**src/rtl/tx_capture_ctrl_if.sv**
```systemverilog
// tx_capture_ctrl_if: control, capture and readout bundle of the TX sequencer.
// Ports: i_start/i_abort/i_read, i_fir_data in; strobe/enables, readout, status out.
//
// master : drives the commands and the FIR sample (TX top / testbench)
// slave  : the sequencer itself
interface tx_capture_ctrl_if #(
   parameter int NB_DATA = 13
) ();

   logic               i_start;
   logic               i_abort;
   logic               i_read;
   logic [NB_DATA-1:0] i_fir_data;

   logic               o_valid;
   logic               o_prbs_enable;
   logic               o_fir_enable;
   logic [NB_DATA-1:0] o_rd_data;
   logic               o_rd_valid;
   logic               o_rd_last;
   logic               o_done;
   logic [1:0]         o_state;

   modport master (
      output i_start,
      output i_abort,
      output i_read,
      output i_fir_data,
      input  o_valid,
      input  o_prbs_enable,
      input  o_fir_enable,
      input  o_rd_data,
      input  o_rd_valid,
      input  o_rd_last,
      input  o_done,
      input  o_state
   );

   modport slave (
      input  i_start,
      input  i_abort,
      input  i_read,
      input  i_fir_data,
      output o_valid,
      output o_prbs_enable,
      output o_fir_enable,
      output o_rd_data,
      output o_rd_valid,
      output o_rd_last,
      output o_done,
      output o_state
   );

endinterface

```
**src/rtl/tx_capture_ctrl.sv**
```systemverilog
// tx_capture_ctrl: strobe/enable sequencer for PRBS->FIR, block capture, readout.
// Ports: clock, i_reset (sync, active-low), bus (tx_capture_ctrl_if.slave).
//
// bus inputs : i_start, i_abort, i_read, i_fir_data
// bus outputs: o_valid, o_prbs_enable, o_fir_enable, o_rd_data,
//              o_rd_valid, o_rd_last, o_done, o_state
module tx_capture_ctrl #(
   parameter int NB_COUNT = 3,
   parameter int NB_DATA  = 13,
   parameter int NB_ADDR  = 4,
   parameter int N_SKIP   = 4
) (
   input logic                clock,
   input logic                i_reset,
   tx_capture_ctrl_if.slave   bus
);

   localparam int DEPTH = 2 ** NB_ADDR;
   localparam logic [3:0] SKIP_MAX = 4'(N_SKIP);

   typedef enum logic [1:0] {
      IDLE    = 2'd0,
      CAPTURE = 2'd1,
      FULL    = 2'd2,
      READ    = 2'd3
   } state_t;

   state_t state;
   state_t state_n;

   logic [NB_COUNT-1:0] count;
   logic                wr_d;
   logic [3:0]          skip;
   logic [NB_ADDR-1:0]  wr_ptr;
   logic [NB_ADDR-1:0]  rd_ptr;

   logic [NB_DATA-1:0]  mem [DEPTH];

   logic [NB_DATA-1:0]  rd_data;
   logic                rd_valid;
   logic                rd_last;

   logic                strobe;
   logic                wr_skip;
   logic                wr_en;
   logic                wr_last;
   logic                rd_end;
   logic                go_cap;
   logic                go_read;

   // Strobe is a pure decode of registered state so the PRBS/FIR
   // see a glitch-free, input-independent i_valid.
   assign strobe = (state == CAPTURE) && (count == '1);

   // wr_d lags the strobe one clock: the FIR registers its output
   // on the strobe edge, so the sample is ready one edge later.
   assign wr_skip = (state == CAPTURE) && wr_d && (skip < SKIP_MAX);
   assign wr_en   = (state == CAPTURE) && wr_d && (skip == SKIP_MAX);
   assign wr_last = wr_en && (wr_ptr == '1);
   assign rd_end  = (state == READ) && (rd_ptr == '1);

   always_comb begin
      state_n = state;
      if (bus.i_abort) begin
         state_n = IDLE;
      end else begin
         unique case (state)
            IDLE: begin
               if (bus.i_start) state_n = CAPTURE;
            end
            CAPTURE: begin
               if (wr_last) state_n = FULL;
            end
            FULL: begin
               if (bus.i_read)       state_n = READ;
               else if (bus.i_start) state_n = CAPTURE;
            end
            READ: begin
               if (rd_end) state_n = FULL;
            end
            default: state_n = IDLE;
         endcase
      end
   end

   // Entry events, used to restart the counters for a new pass.
   assign go_cap  = (state_n == CAPTURE) && (state != CAPTURE);
   assign go_read = (state_n == READ) && (state == FULL);

   always_ff @(posedge clock) begin
      if (!i_reset) begin
         state    <= IDLE;
         count    <= '0;
         wr_d     <= 1'b0;
         skip     <= '0;
         wr_ptr   <= '0;
         rd_ptr   <= '0;
         rd_data  <= '0;
         rd_valid <= 1'b0;
         rd_last  <= 1'b0;
      end else if (bus.i_abort) begin
         state    <= IDLE;
         count    <= '0;
         wr_d     <= 1'b0;
         skip     <= '0;
         wr_ptr   <= '0;
         rd_ptr   <= '0;
         rd_data  <= '0;
         rd_valid <= 1'b0;
         rd_last  <= 1'b0;
      end else begin
         state <= state_n;

         // Free-running divider while capturing, parked at 0 otherwise
         // so a new capture always starts phase-aligned to i_start.
         if (state == CAPTURE) begin
            count <= count + 1'b1;
         end else begin
            count <= '0;
         end

         wr_d <= strobe;

         if (go_cap) begin
            skip <= '0;
         end else if (wr_skip) begin
            skip <= skip + 4'd1;
         end

         if (go_cap) begin
            wr_ptr <= '0;
         end else if (wr_en) begin
            wr_ptr <= wr_ptr + 1'b1;
         end

         if (go_read) begin
            rd_ptr <= '0;
         end else if (state == READ) begin
            rd_ptr <= rd_ptr + 1'b1;
         end

         // rd_data is only loaded in READ so it holds the last word.
         if (state == READ) begin
            rd_data <= mem[rd_ptr];
         end
         rd_valid <= (state == READ);
         rd_last  <= rd_end;
      end
   end

   // Buffer has no reset; its contents survive an abort.
   always_ff @(posedge clock) begin
      if (i_reset && !bus.i_abort && wr_en) begin
         mem[wr_ptr] <= bus.i_fir_data;
      end
   end

   assign bus.o_valid       = strobe;
   assign bus.o_prbs_enable = (state == CAPTURE);
   assign bus.o_fir_enable  = (state == CAPTURE);
   assign bus.o_done        = (state == FULL) || (state == READ);
   assign bus.o_state       = state;
   assign bus.o_rd_data     = rd_data;
   assign bus.o_rd_valid    = rd_valid;
   assign bus.o_rd_last     = rd_last;

endmodule

```
**src/flat_wrapper.sv**
```systemverilog
// flat-port wrapper written by rule: the top's interface ports become plain ports
module tx_capture_ctrl_flat 
#(
   parameter int NB_COUNT = 3,
   parameter int NB_DATA  = 13,
   parameter int NB_ADDR  = 4,
   parameter int N_SKIP   = 4
)
  (clock, i_reset, bus_i_start, bus_i_abort, bus_i_read, bus_i_fir_data, bus_o_valid, bus_o_prbs_enable, bus_o_fir_enable, bus_o_rd_data, bus_o_rd_valid, bus_o_rd_last, bus_o_done, bus_o_state);
  tx_capture_ctrl_if #(.NB_DATA(NB_DATA)) bus_i ();
  input logic clock;
  input logic i_reset;
  input wire logic [$bits(bus_i.i_start)-1:0] bus_i_start;
  input wire logic [$bits(bus_i.i_abort)-1:0] bus_i_abort;
  input wire logic [$bits(bus_i.i_read)-1:0] bus_i_read;
  input wire logic [$bits(bus_i.i_fir_data)-1:0] bus_i_fir_data;
  output wire logic [$bits(bus_i.o_valid)-1:0] bus_o_valid;
  output wire logic [$bits(bus_i.o_prbs_enable)-1:0] bus_o_prbs_enable;
  output wire logic [$bits(bus_i.o_fir_enable)-1:0] bus_o_fir_enable;
  output wire logic [$bits(bus_i.o_rd_data)-1:0] bus_o_rd_data;
  output wire logic [$bits(bus_i.o_rd_valid)-1:0] bus_o_rd_valid;
  output wire logic [$bits(bus_i.o_rd_last)-1:0] bus_o_rd_last;
  output wire logic [$bits(bus_i.o_done)-1:0] bus_o_done;
  output wire logic [$bits(bus_i.o_state)-1:0] bus_o_state;
  assign bus_i.i_start = bus_i_start;
  assign bus_i.i_abort = bus_i_abort;
  assign bus_i.i_read = bus_i_read;
  assign bus_i.i_fir_data = bus_i_fir_data;
  assign bus_o_valid = bus_i.o_valid;
  assign bus_o_prbs_enable = bus_i.o_prbs_enable;
  assign bus_o_fir_enable = bus_i.o_fir_enable;
  assign bus_o_rd_data = bus_i.o_rd_data;
  assign bus_o_rd_valid = bus_i.o_rd_valid;
  assign bus_o_rd_last = bus_i.o_rd_last;
  assign bus_o_done = bus_i.o_done;
  assign bus_o_state = bus_i.o_state;
  tx_capture_ctrl #(.NB_COUNT(NB_COUNT), .NB_DATA(NB_DATA), .NB_ADDR(NB_ADDR), .N_SKIP(N_SKIP)) u_core (.clock(clock), .i_reset(i_reset), .bus(bus_i));
endmodule
```
**config.mk**
```make
export PLATFORM = sky130hd
export DESIGN_NAME = tx_capture_ctrl_flat
export DESIGN_NICKNAME = d
export VERILOG_FILES = /design/src/rtl/tx_capture_ctrl_if.sv /design/src/rtl/tx_capture_ctrl.sv /design/src/flat_wrapper.sv
export SDC_FILE = /design/constraint.sdc
export NUM_CORES = 1
export LEC_CHECK = 0
export ABC_AREA = 1
export BUFFER_PORTS_ARGS = -buffer_cell sky130_fd_sc_hd__buf_2
export CAP_MARGIN = 0
export CELL_PAD_IN_SITES_DETAIL_PLACEMENT = 0
export CELL_PAD_IN_SITES_GLOBAL_PLACEMENT = 1
export CORE_UTILIZATION = 49
export DETAILED_ROUTE_END_ITERATION = 16
export GPL_ROUTABILITY_DRIVEN = 0
export GPL_TIMING_DRIVEN = 1
export PLACE_DENSITY_LB_ADDON = 0.2
export SLEW_MARGIN = 40
export SYNTH_ARGS = -nofsm -noshare
export SYNTH_HDL_FRONTEND = slang
export SYNTH_SLANG_ARGS = --single-unit
```
**constraint.sdc**
```tcl
create_clock -name clock -period 2.6 [get_ports clock]
set_input_delay 0.26 -clock clock [delete_from_list [all_inputs] [get_ports clock]]
set_output_delay 0.26 -clock clock [all_outputs]
set_load 0.01 [all_outputs]
```
==> metrics, run 1 <==
status complete, no violations; setup repair bufs after CTS 0; Port Buffers 38; Synth Area per Inst 11.4 um^2; CTS buffer count 26; syn nets 891; Final Cycle Share 0.867; startpoint type of the worst setup path register; Synthesis Warnings 0; DIE AREA 20600 um^2; DR vias 6635; first-pass GRT wire length 37900 um; slowest stage cell, crit path nor3_1; Pwr Total 7.64 mW; Worst-Skew Late Latency 0.53 ns; CP peak stage delay 0.49 ns; final slew viol count 0; worst rel slew slack 0.463; count of distinct cell types in the synthesized netlist 32; Ant. Diodes 0; minimum hold slack 0.0823 ns; chip width 144 um; TritonRoute pass-1 iters 5; internal power 6.14 mW; vias in the first global route 6377; Reg power frac 0.549; end point of the critical path u_core.mem[1][1]; worst setup path class reg2reg; CP Buf/Inv Count 2; Fin. Hold Viols 0; r2r setup slk 0.35 ns; cells along the critical path inv_1 -> ha_1 -> nand3_1 -> nor3_1 -> nand2_1 -> nor2_1 -> buf_4; fmax 444 MHz; CP max FO 9; core box area 19600 um^2; Switching Share 0.197; hold_buf cts 1; Antenna Nets Post-Route 0; Syn-to-layout area delta 13.1%; Final min period 2.25 ns; Initial DRC Count 667; CP Depth 7; CTS tree built; Worst Clk Skew 0.0135 ns; Layout Cells excl Fill 1200; Max Cap Viol 0; setup TNS 0 ns; Starting Density 0.502; total clock sinks 241; register area share after synthesis 0.702; DRC errors left 0; RR Startpoint u_core.skip[0]; worst r2r path cells 7; CP Launch Point u_core.skip[0]; Top Ports 39; clock power share 0.436; Final Net Count 942; Core Rows 51; PD cells 687 nW/um^2; cts repair resizes 0; Comb pwr share 0.015; min-delay worst type in2reg; Slew @ Worst Pin 0.803 ns; final wirelength 25100 um; post-detailed-route wirelength per cell 20.9 um; synthesized cell area 9840 um^2; pin count of the biggest net entering global routing 57; vias per std cell 5.53; gr ovfl total 0; H-tree depth 1; antenna violations before repair 0; switching pwr 1.51 mW; FF+latch count, synth 241; WP data arrival 2.48 ns; Required @ worst endpoint 2.82 ns; post-synthesis cell count 864; placed cells 1151; Reg clk slew, reported paths 0.06 ns; crit end category register; DP Wirelength 15900 um; Overall Global Routing Usage 0.255; layout cell share with drive strength beyond 1 0.134; Post-Place Setup Slack 0.372 ns; Static Leak 4.08 nW; die height 144 um; setup repair after global routing missed its margin no; # setup viols final 0; clock root cell clkbuf_16; FF-to-FF End u_core.mem[1][1]; Setup WS post-layout 0.345 ns; VDD IR max 498 uV; clk buf depth 3; Top Family by Delay on Critical Path simple AND/OR/NAND/NOR gates
-- registers in the layout (all words and copies together), names as in the netlist --
register / flops
u_core.rd_ptr: 4
u_core.count: 3
u_core.bus.o_state: 2
u_core.skip: 4
u_core.wr_ptr: 4
u_core.bus.o_rd_last: 1
u_core.mem: 208
u_core.bus.o_rd_valid: 1
u_core.wr_d: 1
u_core.bus.o_rd_data: 13
-- how the worst min path moves through the flow --
stage	startpoint	to	slack, ns	cells after the start
after floorplan	bus_i_fir_data[0]	u_core.mem[0][0]	0.36	0
after global placement	u_core.count[0]	u_core.count[0]	0.41	1
after detailed placement	u_core.count[0]	u_core.count[0]	0.41	1
after CTS	bus_i_abort	u_core.bus.o_state[1]	0.06	4
after global routing	bus_i_abort	u_core.bus.o_state[1]	0.11	4
final	bus_i_abort	u_core.bus.o_state[1]	0.08	4
-- worst register-to-register path, stage by stage (launching register included) --
cell and delay (ns):
dfxtp_1 0.33, inv_1 0.07, ha_1 0.14, nand3_1 0.13
nor3_1 0.49, nand2_1 0.33, nor2_1 0.24, buf_4 0.21
-- cells in the mapped netlist --
master / count / share of area
o21ai_2: 1 / 0.00089
nand3_1: 28 / 0.014
buf_1: 1 / 0.00038
ha_1: 9 / 0.011
or2_2: 1 / 0.00064
dfxtp_1: 33 / 0.067
nand2_4: 1 / 0.0011
nor4_1: 1 / 0.00064
buf_4: 11 / 0.0084
nand2_2: 4 / 0.0025
a21oi_2: 2 / 0.0018
nor2_2: 8 / 0.0051
inv_4: 1 / 0.00064
nand3_2: 1 / 0.0010
nand4_1: 3 / 0.0019
clkinv_2: 1 / 0.00051
nand2_1: 97 / 0.037
inv_1: 54 / 0.021
a21oi_1: 14 / 0.0071
o21ai_1: 32 / 0.016
o21ai_0: 90 / 0.046
nor3_1: 2 / 0.0010
nor2_4: 2 / 0.0023
nor2_1: 188 / 0.072
buf_2: 12 / 0.0061
inv_2: 3 / 0.0011
buf_6: 3 / 0.0034
clkbuf_1: 18 / 0.0069
edfxtp_1: 208 / 0.63
o211ai_1: 26 / 0.020
xor2_1: 7 / 0.0062
and2_1: 2 / 0.0013
-- kinds of logic (layout without fill, tap and decap cells) --
| group | count (synthesis) | after routing | share of synthesized area |
|---|---|---|---|
| xor+xnor | 7 | 7 | 0.00623 |
| compound gates | 165 | 165 | 0.0917 |
| flops | 241 | 241 | 0.702 |
| simple gates | 338 | 338 | 0.141 |
| fa+ha+maj | 9 | 9 | 0.0114 |
| buf+inv | 104 | 175 | 0.0481 |
-- power by group through the flow --
stage                     combinational, mW  sequential [mW]  clock [mW]
after floorplan                      0.0201             4.28           0
after global routing                  0.123             4.19        3.53
after global placement                0.112             4.28           0
after detailed placement              0.115             4.28           0
after CTS                             0.116             4.20        3.38
final                                 0.114             4.20        3.33
-- stage by stage --
step           utilization  area [um^2]
2_1_floorplan            -         9840
3_3_place_gp         0.528        10300
3_5_place_dp         0.528        10300
4_1_cts              0.568        11100
5_1_grt              0.568        11100
6_report             0.568        11100
-- metal layers --
layer	share of wire	up-vias	routed length (um)	global-route usage
met1	0.45	3243	11200	0.374
met4	0.023	0	567	0.0722
met3	0.070	35	1770	0.0370
met5	0	-	0	0
li1	-	3074	-	-
met2	0.46	283	11500	0.396
-- layout make-up --
class                   instances  area (um^2)
fillers                      1678         8460
clock buffers                  38          727
flip-flops and latches        241         6910
multi-input cells             519         2460
well taps                     265          332
clock inverters                10         43.8
repair buffers                 68          430
inverters                      59          225
-- cell usage in the layout (no fill, tap or decap), types with 26 or more instances in the layout --
cell / n
inv_1: 54
nand2_1: 97
buf_2: 38
o21ai_1: 32
buf_4: 28
clkbuf_16: 27
dfxtp_1: 31
nand3_1: 28
o21ai_0: 90
nor2_1: 188
edfxtp_1: 208
o211ai_1: 26
No activity file was read; power rests on OpenSTA's default activity.
==> run 2: changes to the inputs <==
- MAX_ROUTING_LAYER: not set -> met4
==> run 2 against run 1 <==
Combinational power hardly changed. Global-route usage is 0.76 points higher. Die area stayed put. Critical endpoint unchanged. Critical path type unchanged. Register-to-register slack better by 0.06 ns. Critical path depth stayed put.
==> metrics, run 2 (synthesized netlist as in run 1, its figures left out) <==
clock root cell clkbuf_16; r2r setup slk 0.41 ns; crit end category register; vias per std cell 5.52; fmax 456 MHz; worst rel slew slack 0.464; met1 GRT Util 0.375; Required @ worst endpoint 2.82 ns; Layout Cells excl Fill 1200; minimum hold slack 0.0820 ns; fillers 1678; Pwr Total 7.64 mW; FF-to-FF End u_core.mem[1][1]; Top reg by flops u_core.mem; clk buf depth 3; met3 Usage GRT 0.0363; max FFs per register 208; Fin. Hold Viols 0; H-tree depth 1; die height 144 um; antenna violations before repair 0; setup repair bufs after CTS 0; Starting Density 0.502; Overall Global Routing Usage 0.262; Worst-Skew Late Latency 0.53 ns; Multi-input gate area 2460 um^2; Core Rows 51; Ant. Diodes 0; CP peak stage delay 0.46 ns; final slew viol count 0; slowest stage cell, crit path nor3_1; cells along the critical path inv_1 -> ha_1 -> nand3_1 -> nor3_1 -> nand2_1 -> nor2_1 -> buf_4; Static Leak 4.08 nW; placed cells 1151; DP Area 10300 um^2; gr ovfl total 0; Initial DRC Count 703; Final min period 2.19 ns; CP max FO 9; CTS buffer count 26; Final Cell Area 11100 um^2; CP Launch Point u_core.skip[0]; VDD IR max 496 uV; Top Ports 39; Max Cap Viol 0; worst hold path startpoint bus_i_abort; Final Net Count 942; worst setup path class reg2reg; TritonRoute pass-1 iters 5; core box area 19600 um^2; first-pass GRT wire length 37800 um; chip width 144 um; DR vias 6625; startpoint type of the worst setup path register; Setup WS post-layout 0.405 ns; DIE AREA 20600 um^2; GR Util met2 0.394; min-delay worst type in2reg; status complete, no violations; setup repair after global routing missed its margin no; RR Startpoint u_core.skip[0]; register area 6910 um^2; Final Util 0.568; Syn-to-layout area delta 13.1%; Reg clk slew, reported paths 0.06 ns; Slew @ Worst Pin 0.800 ns; post-detailed-route wirelength per cell 20.8 um; layout cell share with drive strength beyond 1 0.134; Hold Path Sink u_core.bus.o_state[1]; DRC errors left 0; WP data arrival 2.42 ns; hold depth 4; Worst Clk Skew 0.0119 ns; Final Cycle Share 0.844; Post-Place Setup Slack 0.372 ns; most frequent cells in the layout 208 x edfxtp_1, 188 x nor2_1, 97 x nand2_1; Port Buffers 38; vias in the first global route 6387; total clock sinks 241; # setup viols final 0; final wirelength 25000 um; cts repair resizes 0; setup TNS 0 ns; pin count of the biggest net entering global routing 57; worst r2r path cells 7; CTS tree built; busiest layer in global routing met2; Antenna Nets Post-Route 0; PD cells 686 nW/um^2; DP Wirelength 15900 um; commonest non-fill, non-tap cell in the layout edfxtp_1
==> run 2: cell counts in the layout (fill, tap and decap cells not counted) <==
No cell type changed its count.
==> run 2: layout make-up <==
type | instances | share of cell area
Sequential cell | 241 | 0.621
Multi-Input combinational cell | 519 | 0.221
Clock buffer | 38 | 0.0653
Timing Repair Buffer | 68 | 0.0387
Tap cell | 265 | 0.0298
Inverter | 59 | 0.0202
Clock inverter | 10 | 0.00394
==> run 2: worst max path at each step <==
stage	end	slack [ns]	cells after the start
2_1_floorplan	u_core.mem[0][0]	0.58	4
3_3_place_gp	u_core.mem[1][2]	0.49	7
3_5_place_dp	u_core.mem[1][1]	0.37	7
4_1_cts	u_core.mem[1][0]	0.36	7
5_1_grt	u_core.mem[1][1]	0.25	7
6_report	u_core.mem[1][1]	0.41	7
==> run 2: report_power, final <==
group          switching [mW]  leakage, nW  internal (mW)
Sequential            0.00177         2.14           4.19
Clock                    1.40        0.371           1.93
Combinational          0.0961         1.57         0.0185
Total                    1.50         4.08           6.14
==> run 2: critical path, delay by kind of cell, from the launching register on <==
kind / cells / cell delay [ns]
buffers and inverters: 2 / 0.28
adders and majority gates: 1 / 0.14
DFF: 1 / 0.33
and+or+nand+nor: 4 / 1.14
==> run 2: routing by layer <==
metal / part of all wire / up-vias / wire length [um]
met5: 0 / - / 0
li1: - / 3075 / -
met2: 0.46 / 265 / 11500
met1: 0.45 / 3247 / 11300
met3: 0.065 / 38 / 1610
met4: 0.024 / 0 / 605
==> run 2: what timing repair did <==
action                                  CTS  global route
endpoints found under the setup margin    0             0
hold endpoints to repair                  1             0
hold buffers                              1             0
